<file path="src/rtl/taillight_pkg.sv">
// Shared types and the input-to-mode decode used by the sequential tail-light controller.
package taillight_pkg;

    typedef enum logic [1:0] {
        MODE_IDLE,
        MODE_LEFT,
        MODE_RIGHT,
        MODE_HAZARD
    } mode_e;

    // Both turn stalks together are treated as a hazard request.
    function automatic mode_e decode_mode(input logic left, input logic right, input logic hazard);
        if (hazard || (left && right)) return MODE_HAZARD;
        else if (left)                 return MODE_LEFT;
        else if (right)                return MODE_RIGHT;
        else                           return MODE_IDLE;
    endfunction

endpackage

</file>
<file path="src/rtl/taillight_pwm.sv">
// Free-running PWM counter producing the dimmed running-light enable.
module taillight_pwm #(
    parameter int PWM_BITS = 4,
    parameter int RUN_DUTY = 3
) (
    input  logic clk,
    input  logic rst,
    output logic dim
);

    localparam logic [PWM_BITS:0] DUTY = (PWM_BITS+1)'(RUN_DUTY);

    if (RUN_DUTY >= (1 << PWM_BITS)) begin : g_duty_check
        $error("taillight_pwm: RUN_DUTY must be below 2**PWM_BITS");
    end

    logic [PWM_BITS-1:0] cnt;

    always_ff @(posedge clk or negedge rst) begin
        if (!rst) cnt <= '0;
        else      cnt <= cnt + PWM_BITS'(1);
    end

    // Extra MSB keeps the compare unsigned and lets RUN_DUTY=0 mean never on.
    assign dim = ({1'b0, cnt} < DUTY);

endmodule

</file>
<file path="src/rtl/taillight_seq.sv">
// Sequential tail-light controller: N lamps per side, inner-to-outer turn sequence,
// hazard flash, brake and PWM-dimmed running light, all from a single clock.
//
// mode        | meaning
// MODE_IDLE   | no turn; every lamp shows the steady (brake / dim / off) value
// MODE_LEFT   | left side lights ph innermost lamps; ph=0 gap shows steady value
// MODE_RIGHT  | right side lights ph innermost lamps; ph=0 gap shows steady value
// MODE_HAZARD | all lamps full on ph=1, all off ph=0; brake and runlight ignored
module taillight_seq
    import taillight_pkg::*;
#(
    parameter int LAMPS_PER_SIDE = 3,
    parameter int STEP_CYCLES    = 10,
    parameter int PWM_BITS       = 4,
    parameter int RUN_DUTY       = 3
) (
    input  logic                          clk,
    input  logic                          rst,
    input  logic                          left,
    input  logic                          right,
    input  logic                          brake,
    input  logic                          hazard,
    input  logic                          runlight,
    output logic [2*LAMPS_PER_SIDE-1:0]   lights,
    output logic [1:0]                    mode
);

    localparam int N     = LAMPS_PER_SIDE;
    localparam int PH_W  = $clog2(N + 1);
    localparam int PRE_W = $clog2(STEP_CYCLES);

    localparam logic [PRE_W-1:0] PRE_RELOAD = PRE_W'(STEP_CYCLES - 1);
    localparam logic [PH_W-1:0]  PH_LAST    = PH_W'(N);
    localparam logic [PH_W-1:0]  PH_ONE     = PH_W'(1);

    if (N < 2) begin : g_lamps_check
        $error("taillight_seq: LAMPS_PER_SIDE must be at least 2");
    end
    if (STEP_CYCLES < 2) begin : g_step_check
        $error("taillight_seq: STEP_CYCLES must be at least 2");
    end

    mode_e              mode_q, mode_d, mode_new;
    logic [PH_W-1:0]    ph_q, ph_d;
    logic [PRE_W-1:0]   pre_q, pre_d;
    logic               brake_q, run_q;
    logic [2*N-1:0]     lights_q, lights_d;
    logic               tick, steady, dim;

    taillight_pwm #(
        .PWM_BITS (PWM_BITS),
        .RUN_DUTY (RUN_DUTY)
    ) u_pwm (
        .clk (clk),
        .rst (rst),
        .dim (dim)
    );

    always_ff @(posedge clk or negedge rst) begin
        if (!rst) begin
            mode_q   <= MODE_IDLE;
            ph_q     <= '0;
            pre_q    <= PRE_RELOAD;
            brake_q  <= 1'b0;
            run_q    <= 1'b0;
            lights_q <= '0;
        end else begin
            mode_q   <= mode_d;
            ph_q     <= ph_d;
            pre_q    <= pre_d;
            brake_q  <= brake;
            run_q    <= runlight;
            lights_q <= lights_d;
        end
    end

    // Mode change outranks a coincident tick so a new sequence always restarts at one lamp.
    always_comb begin
        mode_new = decode_mode(left, right, hazard);
        tick     = (pre_q == '0);
        mode_d   = mode_new;
        pre_d    = tick ? PRE_RELOAD : pre_q - PRE_W'(1);
        ph_d     = ph_q;
        if (mode_new != mode_q) begin
            pre_d = PRE_RELOAD;
            ph_d  = (mode_new == MODE_IDLE) ? '0 : PH_ONE;
        end else if (tick) begin
            unique case (mode_q)
                MODE_LEFT, MODE_RIGHT: ph_d = (ph_q >= PH_LAST) ? '0 : ph_q + PH_ONE;
                MODE_HAZARD:           ph_d = (ph_q == '0) ? PH_ONE : '0;
                default:               ph_d = '0;
            endcase
        end
    end

    // While a turn side is sequencing its unlit lamps stay dark so the sweep stays visible.
    always_comb begin
        steady   = brake_q | (run_q & dim);
        lights_d = {2*N{steady}};
        unique case (mode_q)
            MODE_HAZARD: lights_d = {2*N{ph_q != '0}};
            MODE_LEFT: begin
                if (ph_q != '0) begin
                    for (int i = 0; i < N; i++) lights_d[N+i] = (PH_W'(i) < ph_q);
                end
            end
            MODE_RIGHT: begin
                if (ph_q != '0) begin
                    for (int i = 0; i < N; i++) lights_d[N-1-i] = (PH_W'(i) < ph_q);
                end
            end
            default: lights_d = {2*N{steady}};
        endcase
    end

    assign lights = lights_q;
    assign mode   = mode_q;

endmodule

</file>
<file path="config.mk">
export PLATFORM = sky130hd
export DESIGN_NAME = taillight_seq
export DESIGN_NICKNAME = d
export VERILOG_FILES = /design/src/rtl/taillight_pkg.sv /design/src/rtl/taillight_pwm.sv /design/src/rtl/taillight_seq.sv
export SDC_FILE = /design/constraint.sdc
export NUM_CORES = 1
export LEC_CHECK = 0
export ABC_AREA = 0
export BUFFER_PORTS_ARGS = -buffer_cell sky130_fd_sc_hd__buf_2
export CORE_ASPECT_RATIO = 1.2
export CORE_MARGIN = 2
export CORE_UTILIZATION = 30
export DETAILED_ROUTE_END_ITERATION = 6
export GPL_ROUTABILITY_DRIVEN = 1
export PLACE_DENSITY = 0.53
export SYNTH_ARGS = -nofsm -noshare
export SYNTH_HDL_FRONTEND = slang
export SYNTH_SLANG_ARGS = --single-unit
</file>
<file path="constraint.sdc">
create_clock -name clk -period 1.9 [get_ports clk]
set_input_delay 0.095 -clock clk [delete_from_list [all_inputs] [get_ports clk]]
set_output_delay 0.095 -clock clk [all_outputs]
set_load 0.03 [all_outputs]
</file>
# After elaboration in Yosys (flattened, before gate mapping)
# Index checks and enable logic that the tools add are counted.
[totals]
register_bits = 20
latchBits = 0
mem_bits_rw = 0
romBits = 0
input_bits = 7
out_inout_bits = 8
wordCells = 44
memories = 0
[op_classes]
addsub = 3
n_mul = 0
n_div = 0
n_lt_le_gt_ge = 5
eq_ne = 4
shift = 0
muxes = 15
bitwise_logic = 2
reduce_logical = 8
[op_table]
columns = ["operator", "count"]
rows = [
  ["two-way mux 2 bit", 6],
  ["one-hot mux 3 bit (2 select lines)", 2],
  ["two-way mux 4 bit", 2],
  ["two-way mux 3 bit", 2],
  ["adder 4 x 1 -> 4 bit, second input constant", 1],
  ["equality test 2 bit, second input constant", 2],
  ["zero test 2 bit", 2],
  ["zero test 4 bit", 1],
  ["less-than comparator 1 x 2 -> 1 bit, first input constant", 2],
  ["less-than comparator 4 x 2 -> 1 bit, second input constant", 1],
  ["one-hot mux 2 bit (2 select lines)", 1],
  ["nonzero test 2 bit", 2],
  ["subtractor 4 x 1 -> 4 bit, second input constant", 1],
  ["adder 2 x 1 -> 2 bit, second input constant", 1],
  ["equality test 2 x 1 -> 1 bit, second input constant", 1],
  [">= comparator 2 bit, second input constant", 1],
  ["less-than comparator 2 bit, first input constant", 1],
  ["two-way mux 1 bit", 2],
  ["!= test 2 bit", 1],
  ["OR reduction 2 bit", 1],
  ["AND 1 bit", 1],
  ["logical AND 1 bit", 1],
  ["logical OR 1 bit", 1],
  ["OR 1 bit", 1],
]

# Depth between registers and ports, before layout
# Gate-level depths: netlist of run 1.
[depth]
word_depth = 6
depth_mapped = 6
mapped_depth_nobuf = 6

# Cells and area by module
# A second synthesis of run 1 with hierarchy kept.
[hier_totals]
hier_cells = 89
area_unflattened_um2 = 993.5
[by_module_without_submodules]
columns = ["module", "n_inst", "cells_each", "area_each_um2", "seq_area_each_um2"]
rows = [
  ["taillight_seq", 1, 79, 849.6, 402.9],
  ["taillight_pwm", 1, 10, 143.9, 100.1],
]

# Worst setup path after synthesis of run 1
# OpenSTA, ideal clock, no wires.
[synth_timing]
path_type = "flip-flop to flip-flop"
from = "reg mode_q[0], in the netlist mode[0]"
to = "reg ph_q[0]"
setup_time_ns = 0.079
arrival_ns = 1.707
required_ns = 1.821
setup_slack_ns = 0.113
stages_incl_launch_ff = 7
path_buffers = 0
period_less_slack_ns = 1.787
path_cell_list = "dfrtp_1 inv_1 ha_1 or3b_1 a211oi_1 a21oi_1 mux2i_1"
[synth_via]
elab_chain_cells = 5
elab_cells_between_ends = 9
classes_between = "4 x eq/ne; 3 x mux; 2 x reduce/logical"
[synth_rtl]
columns = ["item", "line", "text"]
rows = [
  ["from (decl)", "taillight_seq.sv:43", "mode_e mode_q, mode_d, mode_new;"],
  ["from (signal assigned)", "taillight_seq.sv:68", "mode_q <= mode_d;"],
  ["equality test 2 x 1 -> 1 bit or equality test 2 bit (tied branches)", "taillight_seq.sv:88", "unique case (mode_q)"],
  ["OR reduction 2 bit", "taillight_seq.sv:88", ""],
  ["one-hot mux 2 bit (2 select lines)", "taillight_seq.sv:88", ""],
  ["two-way mux 2 bit", "taillight_seq.sv:87", "end else if (tick) begin"],
  ["two-way mux 2 bit", "taillight_seq.sv:84", "if (mode_new != mode_q) begin"],
  ["to (signal assigned)", "taillight_seq.sv:69", "ph_q <= ph_d;"],
  ["to (decl)", "taillight_seq.sv:44", "logic [PH_W-1:0] ph_q, ph_d;"],
]
# Parallel ways exist; a longest one is shown, timed or not. The select of a mux whose other input is x is not followed.
# A chain may end at the register's enable or synchronous reset.

# Worst setup path after layout of run 1
[layout_timing]
from = "reg mode_q[1], in the netlist mode[1]"
to = "reg ph_q[0]"
# Same word-level chain as after synthesis.

==> results.md, run 1 <==
- Antenna-violating nets left: 0
- CTS tree: done
- CTS clk-pin slew, worst paths: approximately 0.11 ns
- Ys async rst share: 1.00
- Area after DPL: between 1000 and 1500 µm²
- Global-route wire length before repair: ~3000 µm
- Average vias per placed instance: 4.61
- Final period util: 0.907
- Num CTS Buffers: 3
- CP Capture Type: flip-flop
- Setup crit start kind: flip-flop
- Antenna cell count: 0
- Seq/Total Area, Yosys: 0.515
- Critical-path maximum fanout: 5
- Setup_tns: 0 ns
- Rows: 22
- RePlAce Congestion: 0.703
- Remaining DRCs: 0
- Power Dens Cells: about 850 nW/µm²
- WL/cell: roughly 12 µm
- Seq cells post-synth: 20
- Core box area: just over 3000 µm²
- Fin area: around 1200 µm²
- CP Class: flip-flop to flip-flop
- Initial drt markers: 13
- Worst Hold Class: primary input to flip-flop
- Fmax: between 500 and 600 MHz
- Post-layout nets: 123
- Layout area overhead: 20.1%
- Port Buffers: 14
- CP arrival: just under 2 ns
- Die Ht: roughly 67 µm
- Syn. warnings: 0
- Commonest non-fill, non-tap cells in the layout: 18 x dfrtp_1, 14 x buf_2, 8 x ha_1
- I/O Pins: 15
- RSZ-0062 raised after global routing: false
- CP cell instances: inv_1 -> ha_1 -> or3b_1 -> a211oi_1 -> a21oi_1 -> mux2i_1
- Fraction of layout cells with a size suffix above 1: 0.252
- Clk buf depth: 2
- Starting Density: 0.317
- Vias: 659
- Layout filler cell count: 326
- Commonest non-fill, non-tap cell in the layout: dfrtp_1
- Die width: around 56 µm
- Status: complete, no violations
- Family with the most delay on the worst path: flip-flops
- H-tree depth: 1
- Skew-Pair Late Insertion Delay: around 0.3 ns
- Max rail drop VDD: 378 µV
- Cells after Synth: 87
- Final hold vios: 0
- Post-synth EDFFs: 0
- FF+latch area: just over 500 µm²
- Largest net degree at the start of global routing: 21
- CP required: ~2.1 ns
- Max Slew Vio Count: 0
- Final WL: 1720 µm
- CP max stage cell: dfrtp_1
- Synth Cell Area: 977 µm²
- Worst Tran Pin Value: 0.459 ns
- Die ar.: 3730 µm²
- Syn nets: approximately 100
- Root buf cell: clkbuf_4
- Synth Flop Type: dfrtp_1
- Worst Skew: 0.00221 ns
- CP bufs+invs: 1
- Crit path time final: 1.72 ns
- Distinct cells, synth: 32
- Vias in the first global route: ~690
- Final setup fails: 0
- Largest stage delay on the critical path: roughly 0.46 ns
- Antenna violations before repair: 0
- Post-CTS Repair Setup Buffers: 0
- GRT Util Overall: 0.105
- Max-Cap Viols: 0
- Multi-input combinational cell area: roughly 440 µm²
- Dpl hpwl: 1300 µm
- P_leak: ~0.52 nW
- Grt total ovfl: 0
- Mean Syn Cell Area: 11.2 µm²
- Final Core Density: 0.381
- Max-slew headroom: 0.694
- First-pass DRT Iterations: 3
- Clock sinks: 20
==> through the flow <==
stage	std cells	total power [mW]	hold slack, ns	setup slack [ns]
floorplan	87	0.602	-0.201	0.113
global placement	136	0.650	0.0703	0.215
detailed placement	136	0.655	0.0713	0.206
CTS	143	1.01	0.0192	0.166
global route	143	1.06	0.0162	0.0556
finish	143	0.994	0.0376	0.177
==> metal layers <==
layer / vias up / GRT usage / wire (µm)
li1: 335 / - / -
met1: 311 / 0.133 / 805
met2: 11 / 0.169 / 836
met3: 2 / 0.0233 / 65
met4: 0 / 0.0536 / 14
met5: - / 0 / 0
==> state kept, by name (all words and copies together), names as in the netlist <==
name       cells
lights         6
pre_q          4
u_pwm.cnt      4
mode           2
ph_q           2
brake_q        1
run_q          1
==> repair_timing <==
item,in CTS,in global routing
setup endpoints to repair,0,0
gates resized for setup,0,0
hold endpoints to repair,20,0
hold buffers,3,0
==> layout make-up <==
class	count	share of cell area
clock buffer	3	0.0192
clock inverter	1	0.0256
inverter	7	0.0224
multi-input combinational	58	0.374
sequential	20	0.429
tap	36	0.0384
timing repair buffer	18	0.0917
==> synthesized netlist by cell type (2+ instances only) <==
master	n	area, µm²
a21oi_1	3	15.0
nand2_1	2	7.51
nand2b_1	3	18.8
or2_2	2	12.5
inv_1	7	26.3
nor2b_1	2	12.5
o31a_1	2	17.5
dfstp_2	2	52.6
o21ai_1	2	10.0
ha_1	8	100
o21a_1	4	30.0
nor2_1	6	22.5
o22a_1	4	35.0
dfrtp_1	18	450
nor3_1	2	10.0
xor2_1	2	17.5
xnor2_1	3	26.3
==> report_power, final <==
| part | total, mW | internal [mW] | switching (mW) |
|---|---|---|---|
| sequential | 0.472 | 0.458 | 0.0143 |
| combinational | 0.177 | 0.0725 | 0.104 |
| clock | 0.345 | 0.213 | 0.132 |
| total | 0.994 | 0.744 | 0.251 |
==> path summary, 6_finish.rpt <==
kind,from,cells after the start,end,slack [ns]
worst max-delay path,mode[1]$_DFF_PN0_,6,ph_q[0]$_DFFE_PN0P_,0.18
worst min-delay path,right,2,mode[1]$_DFF_PN0_,0.04
worst max register to register,mode[1]$_DFF_PN0_,6,ph_q[0]$_DFFE_PN0P_,0.18
worst min register to register,u_pwm.cnt[0]$_DFF_PN0_,1,u_pwm.cnt[0]$_DFF_PN0_,0.46
max in group asynchronous,rst,2,pre_q[0]$_DFF_PN1_,1.29
min in group asynchronous,rst,2,lights[2]$_DFF_PN0_,0.26
==> kinds of logic after synthesis <==
kind of cell,after synthesis,share of synthesized area
buf+inv,9,0.0358
mux,1,0.0102
fa+ha+maj,8,0.102
xor+xnor,5,0.0448
flops,20,0.515
compound gates,19,0.145
simple gates,25,0.147
==> worst reg2reg max path, cell delays in order (launching register included) <==
cell      delay, ns
dfrtp_1        0.46
inv_1          0.12
ha_1           0.31
or3b_1         0.34
a211oi_1       0.25
a21oi_1        0.07
mux2i_1        0.12
Note: power is estimated with default switching activity, not from simulation.
==> inputs of run 2 (changes only) <==
- PLACE_DENSITY: 0.53 -> not set
- RECOVER_POWER: not set -> 25
==> run 2 against run 1 <==
  * Critical path type unchanged
  * Count of clock-buffer cells in the layout stayed put
  * Largest power group unchanged
  * Global-route usage shrank 0.69 points
  * First-iteration DRC count down 92%
  * Sequential share of layout area rose by 0.14 points
  * Final area decreased by 0.32%
  * Sequential power about the same
  * Routed wire length fell by 7.1%
==> results.md, run 2 (synthesis results as in run 1) <==
- Starting Density: 0.317 (unchanged)
- Largest stage delay on the critical path: 0.44 ns (-0.02 ns)
- Num CTS Buffers: 3 (unchanged)
- Grt total ovfl: 0 (unchanged)
- Final setup fails: 0 (unchanged)
- Final period util: 0.892 (-0.0152)
- Max-Cap Viols: 0 (unchanged)
- Power Dens Cells: 851 nW/µm² (+0.43%)
- Worst Skew: 0.00170 ns (-0.000505 ns)
- Global-route wire length before repair: 2860 µm (-5.5%)
- CP max stage cell: dfrtp_1
- Final WL: 1600 µm (-7.1%)
- Die width: 56.1 µm (unchanged)
- Clock sinks: 20 (unchanged)
- FF+latch area: 503 µm² (unchanged)
- Status: complete, no violations
- Max-slew headroom: 0.317 (-0.377)
- Max rail drop VDD: 568 µV (+50%)
- Post-CTS sizing: 0 (unchanged)
- Skew-Pair Late Insertion Delay: 0.30 ns (about the same)
- CTS clk-pin slew, worst paths: 0.12 ns (about the same)
- Largest net degree at the start of global routing: 21 (unchanged)
- Fraction of layout cells with a size suffix above 1: 0.224 (-0.0280)
- Fmax: 590 MHz (+1.7%)
- Area after DPL: 1090 µm² (unchanged)
- Post-CTS Hold Buffers: 3 (unchanged)
- Die Ht: 66.5 µm (unchanged)
- Multi-input combinational cell area: 439 µm² (unchanged)
- Clock Power Share: 0.350 (+0.003)
- Final non-filler cell total: 143 (unchanged)
- I/O Pins: 15 (unchanged)
- CTS tree: done
- Root buf cell: clkbuf_4
- Vias: 661 (+0.30%)
- Worst Hold Class: primary input to flip-flop
- Commonest non-fill, non-tap cell in the layout: dfrtp_1
- Critical-path maximum fanout: 5 (unchanged)
- Antenna-violating nets left: 0 (unchanged)
- CP bufs+invs: 1 (unchanged)
- Placed insts: 136 (unchanged)
- Antenna violations before repair: 0 (unchanged)
- Setup_tns: 0 ns (unchanged)
- Crit path time final: 1.69 ns (-0.0288 ns)
- Pint: 0.743 mW (about the same)
- Rows: 22 (unchanged)
- CP Capture Type: flip-flop
- Sequential Power Share: 0.474 (about the same)
- RSZ-0062 raised after global routing: false
- Initial drt markers: 1 (-12)
- Worst hold slack: 0.0369 ns (-0.000729 ns)
- Final worst slack: 0.206 ns (+0.0288 ns)
- H-tree depth: 1 (unchanged)
- Combinational Power Share: 0.175 (-0.003)
- Port Buffers: 14 (unchanged)
- First-pass DRT Iterations: 2 (-1)
- Final hold vios: 0 (unchanged)
- Post-CTS Repair Setup Buffers: 0 (unchanged)
- CP Class: flip-flop to flip-flop
- CP required: 2.14 ns (about the same)
- Placement Setup Slack: 0.220 ns (+0.0148 ns)
- Max Slew Vio Count: 0 (unchanged)
- Sw Share: 0.254 (+0.00150)
- Die ar.: 3730 µm² (unchanged)
- Layout filler cell count: 312 (-4.3%)
- Largest register FFs: 6 (unchanged)
- Antenna cell count: 0 (unchanged)
- CP cell instances: inv_1 -> ha_1 -> or3b_1 -> a211oi_1 -> a21oi_1 -> mux2i_1
- Remaining DRCs: 0 (unchanged)
- Vias in the first global route: 711 (+2.9%)
- RePlAce Congestion: 0.726 (+3.2%)
- Dpl hpwl: 1170 µm (-9.7%)
- Core box area: 3080 µm² (unchanged)
- WL/cell: 11.2 µm (-7.1%)
- Post-layout nets: 123 (unchanged)
- GRT Util Overall: 0.0986 (-0.00686)
- Fin area: 1170 µm² (-0.32%)
- Clk buf depth: 2 (unchanged)
- CP arrival: 1.93 ns (-0.03 ns)
- P_leak: 0.514 nW (-1.6%)
- Family with the most delay on the worst path: flip-flops
- Average vias per placed instance: 4.62 (+0.30%)
- Commonest non-fill, non-tap cells in the layout: 18 x dfrtp_1, 11 x buf_2, 8 x ha_1
- Setup crit start kind: flip-flop
- Sw Pwr: 0.252 mW (+0.71%)
- Worst Tran Pin Value: 1.02 ns (+0.566 ns)
- Layout area overhead: 19.7%
==> run 2: area by class of cell <==
cell class | count | area share
Clock buffer | 3 | 0.0193
Clock inverter | 1 | 0.0257
Inverter | 7 | 0.0225
Multi-Input combinational cell | 58 | 0.375
Sequential cell | 20 | 0.430
Tap cell | 36 | 0.0385
Timing Repair Buffer | 18 | 0.0888
==> run 2: routing by layer <==
layer,part of all wire,wire [µm],GRT usage,vias to the layer above
li1,-,-,-,332
met1,0.46,738,0.104,314
met2,0.48,767,0.181,13
met3,0.040,64,0.0175,2
met4,0.017,27,0.0625,0
met5,0,0,0,-
==> run 2: worst paths after layout <==
check                           slack, ns  cells after the start              startpoint                endpoint
worst min-delay path                 0.04                      2                   right       mode[1]$_DFF_PN0_
min in group asynchronous            0.47                      2                     rst     lights[1]$_DFF_PN0_
worst max-delay path                 0.21                      6       mode[1]$_DFF_PN0_     ph_q[0]$_DFFE_PN0P_
max in group asynchronous            0.81                      2                     rst     ph_q[1]$_DFFE_PN0P_
worst min register to register       0.46                      1  u_pwm.cnt[0]$_DFF_PN0_  u_pwm.cnt[0]$_DFF_PN0_
worst max register to register       0.21                      6       mode[1]$_DFF_PN0_     ph_q[0]$_DFFE_PN0P_
==> run 2: power groups by stage <==
stage | combinational [mW] | sequential (mW) | clock, mW
5_1_grt | 0.195 | 0.476 | 0.369
2_1_floorplan | 0.0884 | 0.514 | 0
3_3_place_gp | 0.166 | 0.480 | 0
6_report | 0.175 | 0.472 | 0.349
3_5_place_dp | 0.173 | 0.480 | 0
4_1_cts | 0.179 | 0.473 | 0.359
==> run 2: through the flow <==
stage	power, mW	utilization
floorplan	0.602	-
global placement	0.646	0.354
detailed placement	0.653	0.354
CTS	1.01	0.381
global route	1.04	0.379
finish	0.995	0.379
